`src/rtl/fetch_queue_if.sv`:
```
// Fetch-queue bus bundle: instruction-memory request/response channel and the
// decoder-facing valid/ready output stream.
interface fetch_queue_if #(
  parameter int XLEN = 64
);
  logic            imem_req_valid_o;
  logic            imem_req_ready_i;
  logic [XLEN-1:0] imem_req_addr_o;
  logic            imem_rsp_valid_i;
  logic [31:0]     imem_rsp_data_i;
  logic            dec_valid_o;
  logic            dec_ready_i;
  logic [XLEN-1:0] dec_pc_o;
  logic [31:0]     dec_data_o;

  modport master (
    output imem_req_valid_o, imem_req_addr_o,
    input  imem_req_ready_i, imem_rsp_valid_i, imem_rsp_data_i,
    output dec_valid_o, dec_pc_o, dec_data_o,
    input  dec_ready_i
  );

  modport slave (
    input  imem_req_valid_o, imem_req_addr_o,
    output imem_req_ready_i, imem_rsp_valid_i, imem_rsp_data_i,
    input  dec_valid_o, dec_pc_o, dec_data_o,
    output dec_ready_i
  );
endinterface

```
`src/rtl/fetch_queue.sv`:
```
// In-order instruction fetch queue: issues word fetches under a credit limit, pairs
// returned words with their PC and buffers them for the decoder; redirects flush it.
module fetch_queue #(
  parameter int              XLEN    = 64,
  parameter int              DEPTH   = 4,
  parameter logic [XLEN-1:0] BOOT_PC = XLEN'(32'h8000_0000)
) (
  input  logic            clk_i,
  input  logic            rst_i,
  input  logic            redirect_valid_i,
  input  logic [XLEN-1:0] redirect_pc_i,
  fetch_queue_if.master   bus
);
  localparam int CW = $clog2(DEPTH + 1);
  localparam int PW = (DEPTH > 1) ? $clog2(DEPTH) : 1;

  typedef logic [CW-1:0] cnt_t;
  typedef logic [PW-1:0] ptr_t;

  function automatic ptr_t ptr_inc(input ptr_t p);
    if (p == PW'(DEPTH - 1)) begin
      return '0;
    end else begin
      return p + PW'(1);
    end
  endfunction

  logic [XLEN-1:0] r_fetch_pc;
  cnt_t            r_inflight;
  cnt_t            r_drop;
  cnt_t            r_count;
  logic [XLEN-1:0] r_pq [DEPTH];
  ptr_t            r_pq_wr;
  ptr_t            r_pq_rd;
  logic [XLEN-1:0] r_fifo_pc   [DEPTH];
  logic [31:0]     r_fifo_data [DEPTH];
  ptr_t            r_f_wr;
  ptr_t            r_f_rd;

  logic            w_credit;
  logic            w_req_valid;
  logic            w_req_fire;
  logic            w_rsp;
  logic            w_dec_valid;
  logic            w_push;
  logic            w_pop;
  cnt_t            w_inflight_nxt;
  cnt_t            w_drop_nxt;
  logic [XLEN-1:0] w_redirect_pc;

  // Credit counts squashed in-flight fetches too, so the FIFO can never overflow.
  assign w_credit       = ({1'b0, r_inflight} + {1'b0, r_count}) < (CW + 1)'(DEPTH);
  assign w_req_valid    = !rst_i && w_credit;
  assign w_req_fire     = w_req_valid && bus.imem_req_ready_i;
  assign w_rsp          = bus.imem_rsp_valid_i && (r_inflight != '0);
  assign w_dec_valid    = (r_count != '0);
  assign w_push         = w_rsp && (r_drop == '0) && !redirect_valid_i;
  assign w_pop          = w_dec_valid && bus.dec_ready_i && !redirect_valid_i;
  assign w_inflight_nxt = r_inflight + CW'(w_req_fire) - CW'(w_rsp);
  assign w_redirect_pc  = redirect_pc_i & ~(XLEN'(2'b11));

  assign bus.imem_req_valid_o = w_req_valid;
  assign bus.imem_req_addr_o  = r_fetch_pc;
  assign bus.dec_valid_o      = w_dec_valid;
  assign bus.dec_pc_o         = r_fifo_pc[r_f_rd];
  assign bus.dec_data_o       = r_fifo_data[r_f_rd];

  // A redirect marks everything still outstanding (after this cycle's events) as stale.
  always_comb begin
    w_drop_nxt = r_drop;
    if (redirect_valid_i) begin
      w_drop_nxt = w_inflight_nxt;
    end else if (w_rsp && (r_drop != '0)) begin
      w_drop_nxt = r_drop - CW'(1);
    end else begin
      w_drop_nxt = r_drop;
    end
  end

  always_ff @(posedge clk_i or posedge rst_i) begin
    if (rst_i) begin
      r_fetch_pc <= BOOT_PC;
      r_inflight <= '0;
      r_drop     <= '0;
    end else begin
      if (redirect_valid_i) begin
        r_fetch_pc <= w_redirect_pc;
      end else if (w_req_fire) begin
        r_fetch_pc <= r_fetch_pc + XLEN'(4);
      end
      r_inflight <= w_inflight_nxt;
      r_drop     <= w_drop_nxt;
    end
  end

  // PC queue tracks every issued fetch, squashed or not, so responses stay paired.
  always_ff @(posedge clk_i or posedge rst_i) begin
    if (rst_i) begin
      r_pq    <= '{default: '0};
      r_pq_wr <= '0;
      r_pq_rd <= '0;
    end else begin
      if (w_req_fire) begin
        r_pq[r_pq_wr] <= r_fetch_pc;
        r_pq_wr       <= ptr_inc(r_pq_wr);
      end
      if (w_rsp) begin
        r_pq_rd <= ptr_inc(r_pq_rd);
      end
    end
  end

  always_ff @(posedge clk_i or posedge rst_i) begin
    if (rst_i) begin
      r_fifo_pc   <= '{default: '0};
      r_fifo_data <= '{default: '0};
      r_f_wr      <= '0;
      r_f_rd      <= '0;
      r_count     <= '0;
    end else if (redirect_valid_i) begin
      r_f_wr  <= '0;
      r_f_rd  <= '0;
      r_count <= '0;
    end else begin
      if (w_push) begin
        r_fifo_pc[r_f_wr]   <= r_pq[r_pq_rd];
        r_fifo_data[r_f_wr] <= bus.imem_rsp_data_i;
        r_f_wr              <= ptr_inc(r_f_wr);
      end
      if (w_pop) begin
        r_f_rd <= ptr_inc(r_f_rd);
      end
      r_count <= r_count + CW'(w_push) - CW'(w_pop);
    end
  end

  a_no_orphan_rsp: assert property (@(posedge clk_i) disable iff (rst_i)
    bus.imem_rsp_valid_i |-> (r_inflight != '0));
  a_count_bound: assert property (@(posedge clk_i) disable iff (rst_i)
    r_count <= CW'(DEPTH));
  a_drop_bound: assert property (@(posedge clk_i) disable iff (rst_i)
    r_drop <= r_inflight);
endmodule

```
`src/flat_wrapper.sv`:
```
// flat-port wrapper written by rule: the top's interface ports become plain ports
module fetch_queue_flat 
#(
  parameter int              XLEN    = 64,
  parameter int              DEPTH   = 4,
  parameter logic [XLEN-1:0] BOOT_PC = XLEN'(32'h8000_0000)
)
  (clk_i, rst_i, redirect_valid_i, redirect_pc_i, bus_imem_req_valid_o, bus_imem_req_addr_o, bus_imem_req_ready_i, bus_imem_rsp_valid_i, bus_imem_rsp_data_i, bus_dec_valid_o, bus_dec_pc_o, bus_dec_data_o, bus_dec_ready_i);
  fetch_queue_if #(.XLEN(XLEN)) bus_i ();
  input  logic clk_i;
  input  logic rst_i;
  input  logic redirect_valid_i;
  input  logic [XLEN-1:0] redirect_pc_i;
  output wire logic [$bits(bus_i.imem_req_valid_o)-1:0] bus_imem_req_valid_o;
  output wire logic [$bits(bus_i.imem_req_addr_o)-1:0] bus_imem_req_addr_o;
  input wire logic [$bits(bus_i.imem_req_ready_i)-1:0] bus_imem_req_ready_i;
  input wire logic [$bits(bus_i.imem_rsp_valid_i)-1:0] bus_imem_rsp_valid_i;
  input wire logic [$bits(bus_i.imem_rsp_data_i)-1:0] bus_imem_rsp_data_i;
  output wire logic [$bits(bus_i.dec_valid_o)-1:0] bus_dec_valid_o;
  output wire logic [$bits(bus_i.dec_pc_o)-1:0] bus_dec_pc_o;
  output wire logic [$bits(bus_i.dec_data_o)-1:0] bus_dec_data_o;
  input wire logic [$bits(bus_i.dec_ready_i)-1:0] bus_dec_ready_i;
  assign bus_imem_req_valid_o = bus_i.imem_req_valid_o;
  assign bus_imem_req_addr_o = bus_i.imem_req_addr_o;
  assign bus_i.imem_req_ready_i = bus_imem_req_ready_i;
  assign bus_i.imem_rsp_valid_i = bus_imem_rsp_valid_i;
  assign bus_i.imem_rsp_data_i = bus_imem_rsp_data_i;
  assign bus_dec_valid_o = bus_i.dec_valid_o;
  assign bus_dec_pc_o = bus_i.dec_pc_o;
  assign bus_dec_data_o = bus_i.dec_data_o;
  assign bus_i.dec_ready_i = bus_dec_ready_i;
  fetch_queue #(.XLEN(XLEN), .DEPTH(DEPTH), .BOOT_PC(BOOT_PC)) u_core (.clk_i(clk_i), .rst_i(rst_i), .redirect_valid_i(redirect_valid_i), .redirect_pc_i(redirect_pc_i), .bus(bus_i));
endmodule
```
`config.mk`:
```
export PLATFORM = sky130hd
export DESIGN_NAME = fetch_queue_flat
export DESIGN_NICKNAME = d
export VERILOG_FILES = /design/src/rtl/fetch_queue_if.sv /design/src/rtl/fetch_queue.sv /design/src/flat_wrapper.sv
export SDC_FILE = /design/constraint.sdc
export NUM_CORES = 2
export LEC_CHECK = 0
export ABC_CLOCK_PERIOD_IN_PS = 30200
export BUFFER_PORTS_ARGS = -buffer_cell sky130_fd_sc_hd__clkbuf_2
export CAP_MARGIN = 20
export CORE_ASPECT_RATIO = 1.25
export CORE_UTILIZATION = 60
export DETAILED_ROUTE_END_ITERATION = 10
export PLACE_DENSITY = 0.8
export SLEW_MARGIN = 10
export SYNTH_ARGS = -nofsm -noshare
export SYNTH_HDL_FRONTEND = slang
export SYNTH_SLANG_ARGS = --single-unit
```
`constraint.sdc`:
```
create_clock -name clk_i -period 30.2 [get_ports clk_i]
set_input_delay 4.53 -clock clk_i [delete_from_list [all_inputs] [get_ports clk_i]]
set_output_delay 4.53 -clock clk_i [all_outputs]
set_load 0.005 [all_outputs]
```
### Word-level counts from Yosys, hierarchy flattened

Index checks and enable logic that the tools add are counted.

* logic and storage cells: 99
* input port bits: 102
* flip-flop bits (word level): 721

* add/sub/neg operators: 11
* reductions and logical operators: 21
* $lt $le $gt $ge: 7
* muxes and demuxes: 31
* bitwise logic cells: 5
* eq/ne operators: 4

Operators with widths (count)
* $bwmux W256: 2
* $mux W64: 8
* $bmux W64 S2: 2
* $demux W64 S2: 2
* $bwmux W128: 1
* $mux W32: 3
* $add A64 B3 Y64 const B: 1
* $bmux W32 S2: 1
* $demux W32 S2: 1
* $mux W2: 8
* $ge A3 B3 Y1 const B: 4
* $not A2 Y3: 4
* $logic_and A1 B1 Y1: 10
* $mux W3: 3
* $reduce_bool A3 Y1: 3
* $add A2 B1 Y2 const B: 4
* $eq A2 B2 Y1 const B: 4
* $reduce_bool A2 Y1: 4
* $add A3 B1 Y3: 2
* $lt A3 B1 Y1 const B: 2
* $sub A3 B1 Y3: 2
* $add A3 B3 Y4: 1
* $lt A4 B3 Y1 const B: 1
* $logic_not A3 Y1: 1
* other kinds (4): 5

### Logic depth before layout (Yosys ltp)

* word-level depth: 7
* mapped depth: 11
* gate-level depth less buffers: 10

### Worst setup path after synthesis

No wires, ideal clock.

* path kind: input-to-output
* start: input port rst_i
* end: output port bus_imem_req_valid_o
* stages: 2
* buffers on the path: 0
* path slack: 20634 ps
* data required time: 25670 ps
* data arrival time: 5036 ps
* cells stage by stage: nor4_2 and2_1

* longest elaborated chain between the ends: 2

Ends and longest elaborated chain
* from (decl): RTL line flat_wrapper.sv:11 `input logic rst_i;`
* $logic_not A1 Y1: RTL line fetch_queue.sv:53 `assign w_req_valid = !rst_i && w_credit;`
* $logic_and A1 B1 Y1: RTL line fetch_queue.sv:53
* to (decl): RTL line flat_wrapper.sv:14 `output wire logic [$bits(bus_i.imem_req_valid_o)-1:0] bus_imem_req_valid_o;`

No other way between the ends.

### Final worst setup path

Same ends and word-level chain as after synthesis.

==> flow_summary.yaml <==
run_status:
  status: "finished with violations"
  violations: "DRC"
placement:
  placed_cell_area_mm2: 0.0331
  gp_congestion: 0.802
  port_buffers: 257
  hpwl_mm: 44.8
worst_hold_path:
  min_to: "u_core.r_pq[90]$_DFFE_PP0P_"
  hold_start: "u_core.r_pq[90]$_DFFE_PP0P_"
  hp-class: "flip-flop to flip-flop"
  min_path_cells: 2
route:
  drc_errors: 34
  via_count: 18900
  detail_route.wl_per_cell_um: 24.5
  ant_nets: 0
  dr.first_iter.drc_count: 1340
  routed_wl_mm: 73.9
  first_pass_iters: 8
  via_per_inst: 6.24
sta:
  fin_skew_ps: 18.8
  drv_slew: 0
  worst_pin_slew_ps: 1180
  setup_tns_ps: 0
  min_period_over_period_pct: 33.5
  period_minus_slack_ps: 10100
  finalHoldViolations: 0
  finalSetupViolCount: 0
  max_freq_mhz: 99.0
  grt_setup_unrepaired: "false"
  relSlewSlack_pct: 21.4
flow_run:
  cap_violations: 0
worst_setup_path:
  r2r_setup_slack_ps: 26570
  path_class: "primary input to output pin"
  r2r_cells: 6
  cp_max_fo: 4
  worstSetupEndpointType: "output pin"
  critPathBufInv: 2
  slowest_delay_ps: 490
  rr_endpoint: "u_core.bus.imem_req_addr_o[59]$_DFFE_PP0P_"
  startpoint_type: "primary input"
  required_ps: 25670
  critical-path-slowest-cell: "nor4_2"
  cp_cell_sequence: "clkbuf_2 -> nor4_2 -> and2_1 -> clkbuf_2"
  cp_top_family: "simple AND/OR/NAND/NOR gates"
  r2r_start: "u_core.r_count[2]$_DFF_PP0_"
  worst_ep_arrival_time_ps: 5570
  crit_path_frequent_cell: "clkbuf_2"
yosys:
  netlist-cell-type-count: 51
  yosysTopAreaCellShare_pct: 55.8
  synth_edf_count: 0
  yosysWarnings: 0
  ys_seq_area_share_pct: 55.9
  ys.flop_type: "dfrtp_1"
  syn_area_mm2: 0.0315
  synth_area_leaders: "dfrtp_1, mux2_2, mux4_2"
  async_flop_share_pct: 100
  avgSynthCellArea_um2: 14.9
  post-synth-top-area-cell: "dfrtp_1"
  syn-instance-count: 2110
  synth_seq_cells: 703
floorplan:
  dieArea_mm2: 0.0534
  io-pin-count: 264
  coreArea_mm2: 0.0517
  die_x_um: 207
  die_h_um: 258
  start_util_pct: 60.9
  rows: 93
final_layout:
  multi_input_area_mm2: 0.0132
  design_area_mm2: 0.0357
  layout.area.seq_mm2: 0.0176
  layout_commonest_cell: "dfrtp_1"
  fin_nets: 2430
  n_fill_cell: 3432
  final_cell_mix: "dfrtp_1, mux2_2, clkbuf_2"
  syn2layout_area_growth_pct: 13.5
  drive_above_1_share_pct: 49.3
clocking:
  cts-root-buf: "clkbuf_16"
  cts_setup_buffers: 0
  clock-sinks: 703
  htreeDepth: 3
  clkLatencyLatePin_ps: 600
  cts_repair_resize_count: 0
  ctsHoldBuffers: 0
  numCtsBuffers: 70
  cts_buffer_depth: 3
  cts_tree: "done"
  path_clk_slew_ps: 60
global_route:
  grt_max_degree: 203
  grt-ovfl-total: 0
  grt_usage_pct: 28.8
  grt_pass1_wl_mm: 117
  grt_pass1_vias: 20400
  antenna_found_initial: 2
pwr:
  leakage_nw: 16.5
  power_density_mw_per_mm2: 88.8
  ir_drop_v: 0.0000674
## worst max-delay path by stage
stage / start / depth (start not counted) / slack [ps] / to
floorplan: rst_i / 1 / 5960 / u_core.bus.imem_req_addr_o[10]$_DFFE_PP0P_
global placement: rst_i / 4 / 20110 / bus_imem_req_valid_o
detailed placement: rst_i / 4 / 20120 / bus_imem_req_valid_o
CTS: rst_i / 4 / 20110 / bus_imem_req_valid_o
global route: rst_i / 4 / 20030 / bus_imem_req_valid_o
finish: rst_i / 4 / 20100 / bus_imem_req_valid_o
## Yosys cell counts, drive strengths merged (2+ instances only)
| cell type | number |
|---|---|
| a21oi | 4 |
| a31oi | 25 |
| and2 | 6 |
| and3 | 17 |
| and4 | 6 |
| buf | 70 |
| clkbuf | 90 |
| dfrtp | 702 |
| fa | 2 |
| ha | 19 |
| inv | 23 |
| mux2 | 607 |
| mux2i | 3 |
| mux4 | 156 |
| nand2 | 86 |
| nand3 | 34 |
| nand4 | 24 |
| nand4b | 2 |
| nor2 | 41 |
| nor2b | 3 |
| nor3 | 17 |
| nor4 | 6 |
| nor4b | 3 |
| o211ai | 2 |
| o21ai | 76 |
| o31ai | 7 |
| or3 | 21 |
| or4 | 9 |
| xnor2 | 24 |
| xor2 | 15 |
## worst min-delay path: cells and delay by family (launching register included)
kind            cells  cell delay [ps]
compound gates      1               60
flops               1              340
simple gates        1               50
## through the flow
stage | hold WS, ps | setup WS (ps) | power [mW] | utilization [%] | cells
floorplan | 445 | 5960 | 2.00 | - | 2113
global placement | 456 | 20110 | 2.23 | 64.1 | 2891
detailed placement | 466 | 20120 | 2.30 | 64.1 | 2891
CTS | 479 | 20110 | 3.18 | 68.6 | 3012
global route | 504 | 20030 | 3.33 | 69.1 | 3022
finish | 476 | 20100 | 3.17 | 69.1 | 3023
## layout make-up
cell class	instances	area share, %
sequential	703	49.3
multi-input combinational	1227	36.9
clock buffer	109	6.08
timing repair buffer	282	4.70
tap	665	2.33
clock inverter	12	0.407
inverter	23	0.263
antenna	2	0.0140
## sequential cells by signal, summed over array words and instances (netlist names)
signal	flops
u_core.r_fifo_data	128
u_core.r_f_wr	2
u_core.r_inflight	3
u_core.r_f_rd	2
u_core.r_drop	3
u_core.r_count	3
u_core.r_pq_rd	2
u_core.bus.imem_req_addr_o	62
u_core.r_pq_wr	2
u_core.r_pq	248
u_core.r_fifo_pc	248
## kinds of logic (layout without fill, tap and decap cells)
family / count (synthesis) / count (layout) / share of synthesized area [%]
and+or+nand+nor: 278 / 278 / 4.57
other: 1 / 6 / 0.0119
adders and majority gates: 21 / 21 / 0.883
AOI/OAI and AO/OA: 119 / 119 / 2.14
xor gates and xnor gates: 39 / 39 / 1.09
muxes: 766 / 766 / 33.0
buffers and inverters: 183 / 426 / 2.39
DFF: 703 / 703 / 55.9
## metal layers
metal  wire length (µm)  GRT usage [%]  up-vias
li1                   -              -     8154
met1              29900           37.9    10000
met2              37400           47.7      525
met3               4230           4.88      128
met4               2430           11.3        2
met5                 13              0        -
## report_power, final
part,leakage [nW],switching [mW],internal (mW)
Sequential,9.14,0.171,1.21
Combinational,6.24,0.400,0.513
Clock,1.14,0.359,0.519
Total,16.5,0.930,2.24
Power figures use the tool's default switching activity.
